==> config.mk <==
export PLATFORM = sky130hd
export DESIGN_NAME = uart_rx
export DESIGN_NICKNAME = d
export VERILOG_FILES = /design/src/rtl/uart_pkg.sv /design/src/rtl/uart_baud_tick.sv /design/src/rtl/uart_rx.sv
export SDC_FILE = /design/constraint.sdc
export NUM_CORES = 1
export LEC_CHECK = 0
export ABC_AREA = 1
export CORE_MARGIN = 2
export CORE_UTILIZATION = 45
export CTS_CLUSTER_SIZE = 28
export DETAILED_ROUTE_END_ITERATION = 16
export GPL_TIMING_DRIVEN = 0
export PLACE_DENSITY = 0.76
export SYNTH_ARGS = -nofsm -noshare
export SYNTH_HDL_FRONTEND = slang
export SYNTH_SLANG_ARGS = --single-unit
export TNS_END_PERCENT = 1
==> constraint.sdc <==
create_clock -name clock -period 1.23 [get_ports clock]
set_input_delay 0.1845 -clock clock [delete_from_list [all_inputs] [get_ports clock]]
set_output_delay 0.1845 -clock clock [all_outputs]
set_load 0.005 [all_outputs]
==> src/rtl/uart_pkg.sv <==
// Shared definitions for the UART core family: receiver state encoding,
// frame width and the clocks-per-tick calculation used by both directions.
package uart_pkg;

    localparam int DATA_BITS = 8;

    typedef enum logic [2:0] {
        IDLE,
        START,
        DATA,
        STOP,
        BREAK
    } uart_rx_state_t;

    function automatic int calc_divisor(input int clock_hz, input int baud, input int oversample);
        return clock_hz / (baud * oversample);
    endfunction

endpackage

==> src/rtl/uart_baud_tick.sv <==
// Oversampling tick generator: one-cycle tick every DIVISOR clocks,
// realigned to zero by restart so sampling can lock onto a start edge.
module uart_baud_tick
    import uart_pkg::*;
#(
    parameter int DIVISOR = 1
) (
    input  logic clock,
    input  logic reset,
    input  logic restart,
    output logic tick
);

    localparam int CW = (DIVISOR > 1) ? $clog2(DIVISOR) : 1;
    localparam logic [CW-1:0] LAST = CW'(DIVISOR - 1);

    logic [CW-1:0] count_q;
    logic [CW-1:0] count_d;

    // A restart cycle never ticks, so the first tick lands DIVISOR clocks later.
    always_comb begin
        count_d = count_q + CW'(1);
        tick    = 1'b0;
        if (restart) begin
            count_d = '0;
        end else if (count_q == LAST) begin
            count_d = '0;
            tick    = 1'b1;
        end
    end

    always_ff @(posedge clock or negedge reset) begin
        if (!reset) begin
            count_q <= '0;
        end else begin
            count_q <= count_d;
        end
    end

endmodule

==> src/rtl/uart_rx.sv <==
// 8N1 UART receiver: synchronises rx, samples each bit at mid-period and
// hands completed bytes to a consumer over a valid/ready handshake.
module uart_rx
    import uart_pkg::*;
#(
    parameter int CLOCK_HZ   = 16_000_000,
    parameter int BAUD       = 1_000_000,
    parameter int OVERSAMPLE = 16
) (
    input  logic                 clock,
    input  logic                 reset,
    input  logic                 rx,
    output logic                 valid,
    input  logic                 ready,
    output logic [DATA_BITS-1:0] data,
    output logic                 frame_error,
    output logic                 overrun
);

    localparam int DIVISOR = calc_divisor(CLOCK_HZ, BAUD, OVERSAMPLE);
    localparam int SW      = $clog2(OVERSAMPLE);
    localparam int BW      = $clog2(DATA_BITS);
    localparam logic [SW-1:0] MID_SAMPLE  = SW'(OVERSAMPLE / 2 - 1);
    localparam logic [SW-1:0] LAST_SAMPLE = SW'(OVERSAMPLE - 1);
    localparam logic [BW-1:0] LAST_BIT    = BW'(DATA_BITS - 1);

    generate
        if (DIVISOR < 1) begin : g_divisor_check
            $error("uart_rx: CLOCK_HZ too low for BAUD*OVERSAMPLE");
        end
        if ((OVERSAMPLE < 8) || (OVERSAMPLE % 2 != 0)) begin : g_oversample_check
            $error("uart_rx: OVERSAMPLE must be even and >= 8");
        end
    endgenerate

    uart_rx_state_t       state_q, state_d;
    logic                 sync_q, rx_s_q;
    logic [SW-1:0]        sample_q, sample_d;
    logic [BW-1:0]        bit_idx_q, bit_idx_d;
    logic [DATA_BITS-1:0] shift_q, shift_d;
    logic                 valid_q, valid_d;
    logic [DATA_BITS-1:0] data_q, data_d;
    logic                 frame_error_q, frame_error_d;
    logic                 overrun_q, overrun_d;
    logic                 restart, tick, mid, stop_mid, deliver;

    assign restart  = (state_q == IDLE) && !rx_s_q;
    assign mid      = tick && (sample_q == MID_SAMPLE);
    assign stop_mid = (state_q == STOP) && mid;
    assign deliver  = stop_mid && rx_s_q;

    uart_baud_tick #(
        .DIVISOR (DIVISOR)
    ) u_tick (
        .clock   (clock),
        .reset   (reset),
        .restart (restart),
        .tick    (tick)
    );

    always_ff @(posedge clock or negedge reset) begin
        if (!reset) begin
            state_q <= IDLE;
        end else begin
            state_q <= state_d;
        end
    end

    // BREAK holds off start detection until a held-low line returns high.
    always_comb begin
        state_d = state_q;
        unique case (state_q)
            IDLE:    if (!rx_s_q) state_d = START;
            START:   if (mid) state_d = rx_s_q ? IDLE : DATA;
            DATA:    if (mid && (bit_idx_q == LAST_BIT)) state_d = STOP;
            STOP:    if (mid) state_d = rx_s_q ? IDLE : BREAK;
            BREAK:   if (rx_s_q) state_d = IDLE;
            default: state_d = IDLE;
        endcase
    end

    always_comb begin
        sample_d      = sample_q;
        bit_idx_d     = bit_idx_q;
        shift_d       = shift_q;
        valid_d       = valid_q;
        data_d        = data_q;
        frame_error_d = stop_mid && !rx_s_q;
        overrun_d     = deliver && valid_q && !ready;

        if (restart) begin
            sample_d = '0;
        end else if (tick) begin
            sample_d = (sample_q == LAST_SAMPLE) ? '0 : sample_q + SW'(1);
        end

        if ((state_q == START) && mid) begin
            bit_idx_d = '0;
        end
        if ((state_q == DATA) && mid) begin
            shift_d   = {rx_s_q, shift_q[DATA_BITS-1:1]};
            bit_idx_d = bit_idx_q + BW'(1);
        end

        // Same-cycle accept and load keeps valid high with the new byte.
        if (valid_q && ready) begin
            valid_d = 1'b0;
        end
        if (deliver && (!valid_q || ready)) begin
            valid_d = 1'b1;
            data_d  = shift_q;
        end
    end

    always_ff @(posedge clock or negedge reset) begin
        if (!reset) begin
            sync_q        <= 1'b1;
            rx_s_q        <= 1'b1;
            sample_q      <= '0;
            bit_idx_q     <= '0;
            shift_q       <= '0;
            valid_q       <= 1'b0;
            data_q        <= '0;
            frame_error_q <= 1'b0;
            overrun_q     <= 1'b0;
        end else begin
            sync_q        <= rx;
            rx_s_q        <= sync_q;
            sample_q      <= sample_d;
            bit_idx_q     <= bit_idx_d;
            shift_q       <= shift_d;
            valid_q       <= valid_d;
            data_q        <= data_d;
            frame_error_q <= frame_error_d;
            overrun_q     <= overrun_d;
        end
    end

    assign valid       = valid_q;
    assign data        = data_q;
    assign frame_error = frame_error_q;
    assign overrun     = overrun_q;

endmodule

# Word level (Yosys, flattened, before mapping)
# Index checks and enable logic that the tools add are counted.
dict set report word_totals {
  reg_bits 32
  input_bits 4
  output_inout_bits 11
  word_cells 66
}
dict set report op_classes {
  n_addsub 3
  eq_ne 12
  mux 19
  n_reduce_logical 21
}
# op count
set op_table {}
lappend op_table {{$mux W3} 8}
lappend op_table {{$pmux W3 S5} 1}
lappend op_table {{$logic_and A1 B1 Y1} 12}
lappend op_table {{$mux W4} 3}
lappend op_table {{$ne A2 B2 Y1 const B} 5}
lappend op_table {{$eq A3 B2 Y1 const B} 2}
lappend op_table {{$eq A3 B3 Y1 const B} 2}
lappend op_table {{$mux W1} 6}
lappend op_table {{$reduce_bool A2 Y1} 3}
lappend op_table {{$reduce_and A5 Y1} 1}
lappend op_table {{$add A4 B1 Y4 const B} 1}
lappend op_table {{$eq A4 B3 Y1 const B} 1}
lappend op_table {{$eq A4 B4 Y1 const B} 1}
lappend op_table {{$add A3 B1 Y3 const B} 1}
lappend op_table {{$eq A3 B1 Y1 const B} 1}
lappend op_table {{$logic_not A1 Y1} 3}
lappend op_table {{$logic_not A3 Y1} 1}
lappend op_table {{$mux W2} 1}
lappend op_table {{$add A1 B1 Y1 const B} 1}
lappend op_table {{$logic_or A1 B1 Y1} 1}

# Logic depth before layout (Yosys ltp)
# Gate-level depths: netlist of the first run.
dict set report depth {
  word_depth 8
  depth_mapped 8
  mapped_depth_nobuf 8
}

# By module
# Synthesis of the first run repeated with hierarchy kept, for this count alone.
dict set report hier_totals {
  cells_unflattened 162
  hier_area_um2 1457.6
}
# mod instances cells_each area_per_inst_um2 seq_area_each_um2
set by_module_without_submodules {}
lappend by_module_without_submodules {uart_rx 1 161 1453.9 778.2}
lappend by_module_without_submodules {uart_baud_tick 1 1 3.8 0.0}

# Least setup slack after synthesis of the first run
# Ideal clock, no wire load.
dict set report synth_timing {
  path_kind {register to register}
  startpoint {reg sample_q[0]}
  endpoint {reg shift_q[1]}
  setup_time_ps 122
  arrival_time_ps 1187
  required_time_ps 1108
  setup_slack_ps -79
  path_stages_with_launch 8
  n_path_buf 1
  synth_period_minus_slack_ps 1309
  path_cell_list {dfrtp_1 -> ha_1 -> nand2_1 -> nor2_4 -> nand2_4 -> nor2_8 -> buf_12 -> o21ai_1}
}
dict set report synth_between {
  elab_chain_len 3
}
# item line_no
set synth_lines {}
lappend synth_lines {{start, declared} uart_rx.sv:38} ;# logic [SW-1:0] sample_q, sample_d;
lappend synth_lines {{start signal, assigned} uart_rx.sv:129} ;# sample_q <= sample_d;
lappend synth_lines {{$eq A4 B3 Y1} uart_rx.sv:48} ;# assign mid = tick && (sample_q == MID_SAMPLE);
lappend synth_lines {{$logic_and A1 B1 Y1} uart_rx.sv:48}
lappend synth_lines {{$logic_and A1 B1 Y1} uart_rx.sv:100} ;# if ((state_q == DATA) && mid) begin
lappend synth_lines {{end signal, assigned} uart_rx.sv:131} ;# shift_q <= shift_d;
lappend synth_lines {{end, declared} uart_rx.sv:40} ;# logic [DATA_BITS-1:0] shift_q, shift_d;
# Every way passes these cells.
# A chain may end at the register's enable or synchronous reset.

# Final worst setup path of the first run
dict set report layout_timing {
  startpoint {reg sample_q[0]}
  endpoint {reg data_q[7] (netlist: data[7])}
}
dict set report layout_between {
  elab_chain_len 5
}
# item line_no
set layout_lines {}
lappend layout_lines {{$eq A4 B3 Y1} uart_rx.sv:48}
lappend layout_lines {{$logic_and A1 B1 Y1} uart_rx.sv:48}
lappend layout_lines {{$logic_and A1 B1 Y1} uart_rx.sv:49} ;# assign stop_mid = (state_q == STOP) && mid;
lappend layout_lines {{$logic_and A1 B1 Y1} uart_rx.sv:50} ;# assign deliver = stop_mid && rx_s_q;
lappend layout_lines {{$logic_and A1 B1 Y1} uart_rx.sv:109} ;# if (deliver && (!valid_q || ready)) begin
lappend layout_lines {{end signal, assigned} uart_rx.sv:133} ;# data_q <= data_d;
lappend layout_lines {{end, declared} uart_rx.sv:42} ;# logic [DATA_BITS-1:0] data_q, data_d;
# Every way passes these cells.

==> flow_summary.toml, run 1 <==
[run_status]
status = "finished with violations"
violations = "negative setup slack"

[route]
top_layer_used = "met4"
wl_met1_mm = 1.21
met2_length_mm = 1.43
drtIter0Drc = 32
wl_met3_microns = 94
viasPerCell = 4.83
ant_nets = 0
wl_mm = 2.79
drc = 0
drt_first_pass_iters = 3
vias = 1078
routed_wire_length_per_instance_microns = 12.5

[critical_path]
critPathArrivalTime_ns = 1.70
cp_slowest_cell = "dfrtp_1"
crit_path_max_fanout = 5
worstPathRequired_ns = 1.50
crit_type = "register to register"
crit_family = "simple AND/OR/NAND/NOR gates"
regToRegStartpoint = "sample_q[0]"
cp_common_cell = "nand2_2"
cp.depth = 9
ff2ff_path_depth = 9
r2r_setup_slack_ns = -0.20
r2r_end = "data[7]"
critPathMaxStageDelay_ns = 0.37
path_cells = "ha_2, nand2_2, nor2_4, buf_6, nand3_4, buf_6, inv_4, nand2_2, nand2_2"
cp-start-kind = "register"
timing.critical_path.buf_inv = 3
critPathCaptureType = "register"

[floorplan]
io_pins = 15
die_w_microns = 60.1
dieArea_sq_um = 3610
core.rowCount = 20
die_h_microns = 60.1
start_util_pct = 46.8
core_sq_um = 3030

[power_and_ir_drop]
peakVddDrop_mv = 0.727
p_leak_nw = 0.961
p_per_area_nw_per_um2 = 1480
finalPower_mw = 2.78

[synthesis]
syn_area_sq_um = 1420
ys_ff_latch = 31
synth_fp_nets = 149
ys_types = 21
syn_area_per_cell_sq_um = 9.97
syn_inst = 142
ys_seq_area_share_pct = 54.9
yosys_warnings = 0

[timing]
max_freq_mhz = 701
setup_viol = 23
clock_skew_ns = 0.0110
slew_viol_final = 0
rsz0062_at_grt = "yes"
relSlewSlack_pct = 55.2
setup_ws_ns = -0.196
fin_setup_tns_ns = -3.53
hold_violations = 0
period_minus_slack_ns = 1.43
min_period_over_period_pct = 116
worst_pin_slew_ns = 0.672

[clock_tree]
clkLatencyLatePin_ns = 0.34
cts_root_buffer = "clkbuf_4"
clock-sinks = 31
numCtsBuffers = 5
clockBufferDepth = 2
clkTransAtPathRegs_ns = 0.10
htree_levels = 2
cts_tree = "built"

[cells_and_area]
final_common_cell = "dfrtp_1"
layout_common_cells = "dfrtp_1, nand2_1, inv_1, nand2_2"
drive_gt1_share_pct = 36.9
fin_nets = 185
final_cells = 223
antenna_cells = 0
num-fill-cells = 252
area_growth_pct = 32.8

[global_routing]
grt.total_usage_pct = 18.1
grt_start_max_net_pins = 32
grt_pass1_wl_mm = 4.70
antenna_found_initial = 0
grt.overflow.total = 0
grt_pass1_vias = 1105

[hold_path]
hold_depth = 1
hold_path.class = "input port to register"
hold_end = "sync_q"
min-delay-start = "rx"

[placement]
dp.cells = 200
io_buffers = 14
post-dp-hpwl_mm = 1.78
finalWeightedCongestion = 0.711

[flow_run]
max-cap-violations = 0
-- cell families after synthesis --
logic type	after synthesis	share of synthesized area [%]
compound gates	24	11.1
flops	31	54.9
simple gates	60	22.9
fa+ha+maj	3	2.65
buf+inv	23	7.77
xor+xnor	1	0.618
-- flip-flops by register name, summed over array words and instances (netlist names) --
register and count:
shift_q 8, overrun 1, rx_s_q 1, sync_q 1, sample_q 4, data 8
state_q 3, frame_error 1, bit_idx_q 3, valid 1
-- synth_stat cells (all sizes together) --
library cell  count  area (sq um)
dfrtp            29           726
a21oi             4          20.0
nand2            37           174
ha                3          37.5
buf               2          31.3
nand3             6          42.5
o21ai            20           138
xor2              1          8.76
dfstp             2          52.6
inv              21          78.8
nor2             17           108
-- worst max path at each step --
stage | startpoint | end | slack, ns
4_1_cts | sample_q[1] | shift_q[4] | -0.23
5_1_grt | sample_q[0] | data[7] | -0.28
2_1_floorplan | sample_q[0] | shift_q[1] | -0.08
3_3_place_gp | reset | data[3] | -0.53
3_5_place_dp | reset | data[3] | -0.59
6_report | sample_q[0] | data[7] | -0.20
-- metrics by stage --
step	instance area [sq um]	setup WS (ns)	util (%)	hold WS [ns]
4_1_cts	1820	-0.230	60.0	0.244
2_1_floorplan	1420	-0.0791	-	-0.111
3_3_place_gp	1610	-0.533	53.2	0.346
6_report	1880	-0.196	62.1	0.246
5_1_grt	1880	-0.285	62.1	0.238
3_5_place_dp	1610	-0.594	53.2	0.351
-- area by class of cell --
class / count / area (sq um) / area share, %
Sequential cell: 31 / 778 / 41.4
Multi-Input combinational cell: 88 / 561 / 29.8
Timing Repair Buffer: 29 / 297 / 15.8
Inverter: 21 / 86.3 / 4.59
Clock buffer: 8 / 68.8 / 3.66
Tap cell: 44 / 55.1 / 2.93
Buffer: 2 / 35.0 / 1.86
-- power by group --
part | total, mW | switching [mW] | internal, mW
registers | 1.31 | 0.146 | 1.16
clock network | 0.678 | 0.342 | 0.336
logic | 0.799 | 0.446 | 0.354
total | 2.78 | 0.934 | 1.85
-- routing by layer --
metal  GRT usage, %  up-vias
met3           6.06       10
met2           30.0       17
met4           7.94        0
met5              0        -
met1           21.1      537
li1               -      514
-- what timing repair did --
item / in CTS / in global routing
pin swaps: 6 / 6
gates resized for setup: 27 / 10
hold endpoints to repair: 0 / 29
hold buffers: 0 / 1
cloned: 2 / 0
buffers inserted: 8 / 4
endpoints found under the setup margin: 63 / 25
Power figures use the tool's default switching activity.
==> run 2: changes to the inputs <==
CTS_CLUSTER_DIAMETER = 50   (was default)
==> results of run 2 <==
No change in the layout: final DEF, timing and power equal those of run 1.
